[src/rtl/multicycle_ctrl.sv]
// Control FSM for a multicycle MIPS-style datapath: Moore decode of the state,
// with PC/IR load strobes resolved against the memory handshake and branch flag.
module multicycle_ctrl (
  input  logic       clk_i,
  input  logic       rst_i,
  input  logic [5:0] op_i,
  input  logic       zero_i,
  input  logic       mem_ready_i,
  output logic [3:0] state_o,
  output logic       pc_write_o,
  output logic [1:0] pc_src_o,
  output logic       i_or_d_o,
  output logic       mem_read_o,
  output logic       mem_write_o,
  output logic       ir_write_o,
  output logic       reg_dst_o,
  output logic       mem_to_reg_o,
  output logic       reg_write_o,
  output logic       alu_src_a_o,
  output logic [1:0] alu_src_b_o,
  output logic [2:0] ALUOp_o,
  output logic       illegal_o
);

  typedef enum logic [3:0] {
    FETCH  = 4'd0,
    DECODE = 4'd1,
    MEMADR = 4'd2,
    MEMRD  = 4'd3,
    MEMWB  = 4'd4,
    MEMWR  = 4'd5,
    REXEC  = 4'd6,
    RWB    = 4'd7,
    BEQ    = 4'd8,
    JMP    = 4'd9,
    IEXEC  = 4'd10,
    IWB    = 4'd11
  } state_t;

  localparam logic [5:0] OP_LW   = 6'b100011;
  localparam logic [5:0] OP_SW   = 6'b101011;
  localparam logic [5:0] OP_RTYP = 6'b000000;
  localparam logic [5:0] OP_BEQ  = 6'b000100;
  localparam logic [5:0] OP_J    = 6'b000010;
  localparam logic [5:0] OP_ADDI = 6'b001000;
  localparam logic [5:0] OP_SLTI = 6'b001010;

  state_t state_q, state_d;
  logic   illegal_q, illegal_d;

  // Raw (ungated) strobes; reset masks them combinationally below.
  logic pc_write_raw, ir_write_raw, mem_read_raw, mem_write_raw, reg_write_raw;

  always_ff @(posedge clk_i or negedge rst_i) begin
    if (!rst_i) begin
      state_q   <= FETCH;
      illegal_q <= 1'b0;
    end else begin
      state_q   <= state_d;
      illegal_q <= illegal_d;
    end
  end

  always_comb begin
    state_d       = FETCH;
    illegal_d     = 1'b0;
    pc_write_raw  = 1'b0;
    ir_write_raw  = 1'b0;
    mem_read_raw  = 1'b0;
    mem_write_raw = 1'b0;
    reg_write_raw = 1'b0;
    pc_src_o      = 2'b00;
    i_or_d_o      = 1'b0;
    reg_dst_o     = 1'b0;
    mem_to_reg_o  = 1'b0;
    alu_src_a_o   = 1'b0;
    alu_src_b_o   = 2'b00;
    ALUOp_o       = 3'b000;
    unique case (state_q)
      FETCH: begin
        mem_read_raw = 1'b1;
        alu_src_b_o  = 2'b01;
        ir_write_raw = mem_ready_i;
        pc_write_raw = mem_ready_i;
        state_d      = mem_ready_i ? DECODE : FETCH;
      end
      DECODE: begin
        alu_src_b_o = 2'b11;
        case (op_i)
          OP_LW, OP_SW:     state_d = MEMADR;
          OP_RTYP:          state_d = REXEC;
          OP_BEQ:           state_d = BEQ;
          OP_J:             state_d = JMP;
          OP_ADDI, OP_SLTI: state_d = IEXEC;
          default: begin
            state_d   = FETCH;
            illegal_d = 1'b1;   // registered so it shows in the following FETCH
          end
        endcase
      end
      MEMADR: begin
        alu_src_a_o = 1'b1;
        alu_src_b_o = 2'b10;
        state_d     = (op_i == OP_LW) ? MEMRD : MEMWR;
      end
      MEMRD: begin
        mem_read_raw = 1'b1;
        i_or_d_o     = 1'b1;
        state_d      = mem_ready_i ? MEMWB : MEMRD;
      end
      MEMWB: begin
        reg_write_raw = 1'b1;
        mem_to_reg_o  = 1'b1;
      end
      MEMWR: begin
        mem_write_raw = 1'b1;
        i_or_d_o      = 1'b1;
        state_d       = mem_ready_i ? FETCH : MEMWR;
      end
      REXEC: begin
        alu_src_a_o = 1'b1;
        ALUOp_o     = 3'b010;
        state_d     = RWB;
      end
      RWB: begin
        reg_write_raw = 1'b1;
        reg_dst_o     = 1'b1;
      end
      BEQ: begin
        alu_src_a_o  = 1'b1;
        ALUOp_o      = 3'b001;
        pc_src_o     = 2'b01;
        pc_write_raw = zero_i;
      end
      JMP: begin
        pc_src_o     = 2'b10;
        pc_write_raw = 1'b1;
      end
      IEXEC: begin
        alu_src_a_o = 1'b1;
        alu_src_b_o = 2'b10;
        ALUOp_o     = (op_i == OP_SLTI) ? 3'b011 : 3'b000;
        state_d     = IWB;
      end
      IWB: begin
        reg_write_raw = 1'b1;
      end
      default: state_d = FETCH;
    endcase
  end

  assign state_o     = state_q;
  assign illegal_o   = illegal_q;
  assign pc_write_o  = pc_write_raw  & rst_i;
  assign ir_write_o  = ir_write_raw  & rst_i;
  assign mem_read_o  = mem_read_raw  & rst_i;
  assign mem_write_o = mem_write_raw & rst_i;
  assign reg_write_o = reg_write_raw & rst_i;

endmodule

[config.mk]
export PLATFORM = sky130hd
export DESIGN_NAME = multicycle_ctrl
export DESIGN_NICKNAME = d
export VERILOG_FILES = /design/src/rtl/multicycle_ctrl.sv
export SDC_FILE = /design/constraint.sdc
export NUM_CORES = 1
export LEC_CHECK = 0
export CAP_MARGIN = 0
export CORE_AREA = 4 4 57 46
export CTS_CLUSTER_SIZE = 28
export DETAILED_ROUTE_END_ITERATION = 16
export DIE_AREA = 0 0 61 50
export PLACE_DENSITY = 0.6
export SETUP_SLACK_MARGIN = 0.02
export SLEW_MARGIN = 20
export SYNTH_ARGS = -nofsm -noshare
export SYNTH_HDL_FRONTEND = slang
export SYNTH_SLANG_ARGS = --single-unit
[constraint.sdc]
create_clock -name clk_i -period 4.37 [get_ports clk_i]
set_clock_uncertainty 0.2 [all_clocks]
set_input_delay 1.311 -clock clk_i [delete_from_list [all_inputs] [get_ports clk_i]]
set_output_delay 1.311 -clock clk_i [all_outputs]
set_load 0.05 [all_outputs]
==> metrics.cfg <==
[setup_path]
path_cells = clkdlybuf4s50_1 -> inv_1 -> or3_1 -> nor4b_2 -> buf_12
start_kind = input port
path_max_fanout = 2
crit_arrival_ns = 2.76
rr_startpoint = state_o[0]
endpoint_kind = output port
critPathKind = input port to output port
slowest_stage = clkdlybuf4s50_1
crit_path_start = rst_i
required_ns = 2.86
cpPeakStageDelay_ns = 0.49

[place]
globalplace.congestion = 0.794
port_buffers = 29
hpwl_mm = 1.53

[flow_run]
max_cap_violations = 0

[synthesis]
synth.top_cells.by_area = dfrtp_1 21%, nand2b_1 5.1%, nor3_1 4.9%, a211oi_1 3.7%, nor2_1 3.7%
synth_edf_count = 0
synth_top_area_share_pct = 20.6
synth_flop_cell = dfrtp_1
syn_area_um2 = 608
synthArstFlopShare_pct = 100
syn_nets = 93
yosys.area.top_type = dfrtp_1
synthDistinctLibCells = 35
syn_area_per_cell_um2 = 7.33
yosysSeqAreaShare_pct = 20.6
ys_seq_elements = 5
syn_inst = 83
ys_warn_count = 0

[clocking]
clk_pin_slew_worst_paths_ns = 0.04
cts_max_path_buffers = 2
clock_sinks = 5
htree_num_levels = 1
cts_tree = built
cts_root_buf = clkbuf_4
holdBufCountCts = 0
cts_buffers = 3
worstSkewPairLatency_ns = 0.24

[floorplanning]
core_mm2 = 0.00200
die_area_mm2 = 0.00305
die_x_um = 61
ioPinCount = 31
dieHeight_um = 50
initial_core_util_pct = 30.5
rows = 14

[layout]
syn_to_final_growth_pct = 77.6
final_layout_size_suffix_gt1_share_pct = 22.9
nNetsFinal = 129
insertedDiodeCount = 0

[run_status]
status = completed

[grt]
grt_overflow = 0
gr-usage-all-layers_pct = 14.0
grt_pass1_vias = 701
grt_max_degree = 21
grt_pass1_wl_mm = 3.26
antenna_found_initial = 0

[sta]
worst_slew_pin_slew_ns = 0.614
fmax_mhz = 234
period_share_pct = 97.8
rsz0062_at_grt = no
finalSetupViolations = 0
hold_viol = 0
relSlewSlack_pct = 59.1
timing.final.crit_period_ns = 4.28
setup_tns_ns = 0
drv_slew = 0

[routing]
drt_iter0_drc = 29
drc = 0
ant_nets = 0
routed_wl_mm = 1.95
wl_per_cell_um = 13.7
dr.pass1.iters = 4
routed_via_density = 5.30
dr_total_vias = 752

[pwr]
leakagePower_uw = 0.000412
ir_drop_uv = 213
power_uw = 274
p_per_area_mw_per_mm2 = 254

[worst_hold_path]
min_path_type = flop to flop
hp-start = state_o[3]

-- repair_timing --
item | CTS | global route
resized for setup | 4 | 0
endpoints found under the setup margin | 2 | 0
buffers inserted | 0 | 0
-- sequential cells by signal (all words and copies together) (netlist names) --
signal / count
state_o: 4
illegal_o: 1
-- metal layers --
metal	vias up	routed length [um]	global-route usage, %
met5	-	0	0
met4	0	12	3.25
met3	2	106	3.66
met2	22	871	20.8
met1	348	956	19.7
li1	380	-	-
-- layout by cell type (no fill, tap or decap), types with 2 or more instances in the layout --
master and count:
nand2_1 5, buf_4 10, or3_1 3, nor2b_1 3
o21ai_0 4, clkdlybuf4s50_1 19, nor3b_1 3, nor3_1 6
clkbuf_4 3, buf_12 7, inv_1 3, and3_1 2
o221ai_1 2, a21oi_1 4, dlygate4sd2_1 3, nor2_1 6
nand2b_1 5, dfrtp_1 5, a211oi_1 2, o21a_1 2
-- cell type report --
class / count / area, um^2
clock buffers: 4 / 26.3
fillers: 198 / 917
inverters: 3 / 11.3
multi-input cells: 67 / 455
flip-flops and latches: 5 / 125
well taps: 24 / 30.0
repair buffers: 39 / 432
-- worst paths after layout --
kind,end,slack [ns],cells past startpoint
max in group asynchronous,state_o[1],2.64,2
min in group asynchronous,state_o[0],1.20,2
worst min register to register,state_o[3],0.62,2
worst max-delay path,ir_write_o,0.09,5
worst min-delay path,state_o[3],0.62,2
worst max register to register,state_o[2],2.51,3
-- synth_stat cells (2+ instances only) --
library cell  number
and3_1             2
a211oi_1           3
nand2_1            5
o21ai_0            4
clkbuf_1           5
nor2_1             6
a2111oi_0          2
dfrtp_1            5
or3_1              3
inv_1              3
o21a_1             2
nand2b_1           5
nor3b_1            3
nor4b_1            2
nor3_1             6
nor2b_1            3
buf_2              2
a21oi_1            4
o221ai_1           2
-- cells by family (layout without fill, tap and decap cells) --
| logic type | Yosys count | count (layout) | synth area share [%] |
|---|---|---|---|
| buffers and inverters | 11 | 46 | 7.82 |
| DFF | 5 | 5 | 20.6 |
| xor gates and xnor gates | 2 | 2 | 2.88 |
| AOI/OAI and AO/OA | 21 | 21 | 24.7 |
| and+or+nand+nor | 43 | 43 | 43.4 |
| other | 1 | 1 | 0.617 |
-- worst max-delay path, delay by kind of cell --
family	cells	cell delay, ns
buf+inv	3	0.74
simple gates	2	0.72
-- stage by stage --
step	worst slack [ns]	hold WS (ns)	area, um^2	cells	util (%)
final	0.0948	0.622	1080	142	54.1
after CTS	0.0822	0.602	1080	142	54.1
after global routing	0.0525	0.677	1080	142	54.1
after global placement	-0.113	0.576	1050	138	52.6
after floorplan	-0.367	0.799	621	83	-
after detailed placement	-0.127	0.607	1050	138	52.6
-- power by group --
part | switching, uW | leakage [uW] | internal [uW]
registers | 15.3 | 0.0000668 | 51.4
logic | 88.6 | 0.000330 | 66.3
clock network | 17.9 | 0.0000150 | 34.5
(Power assumes the default switching activity.)
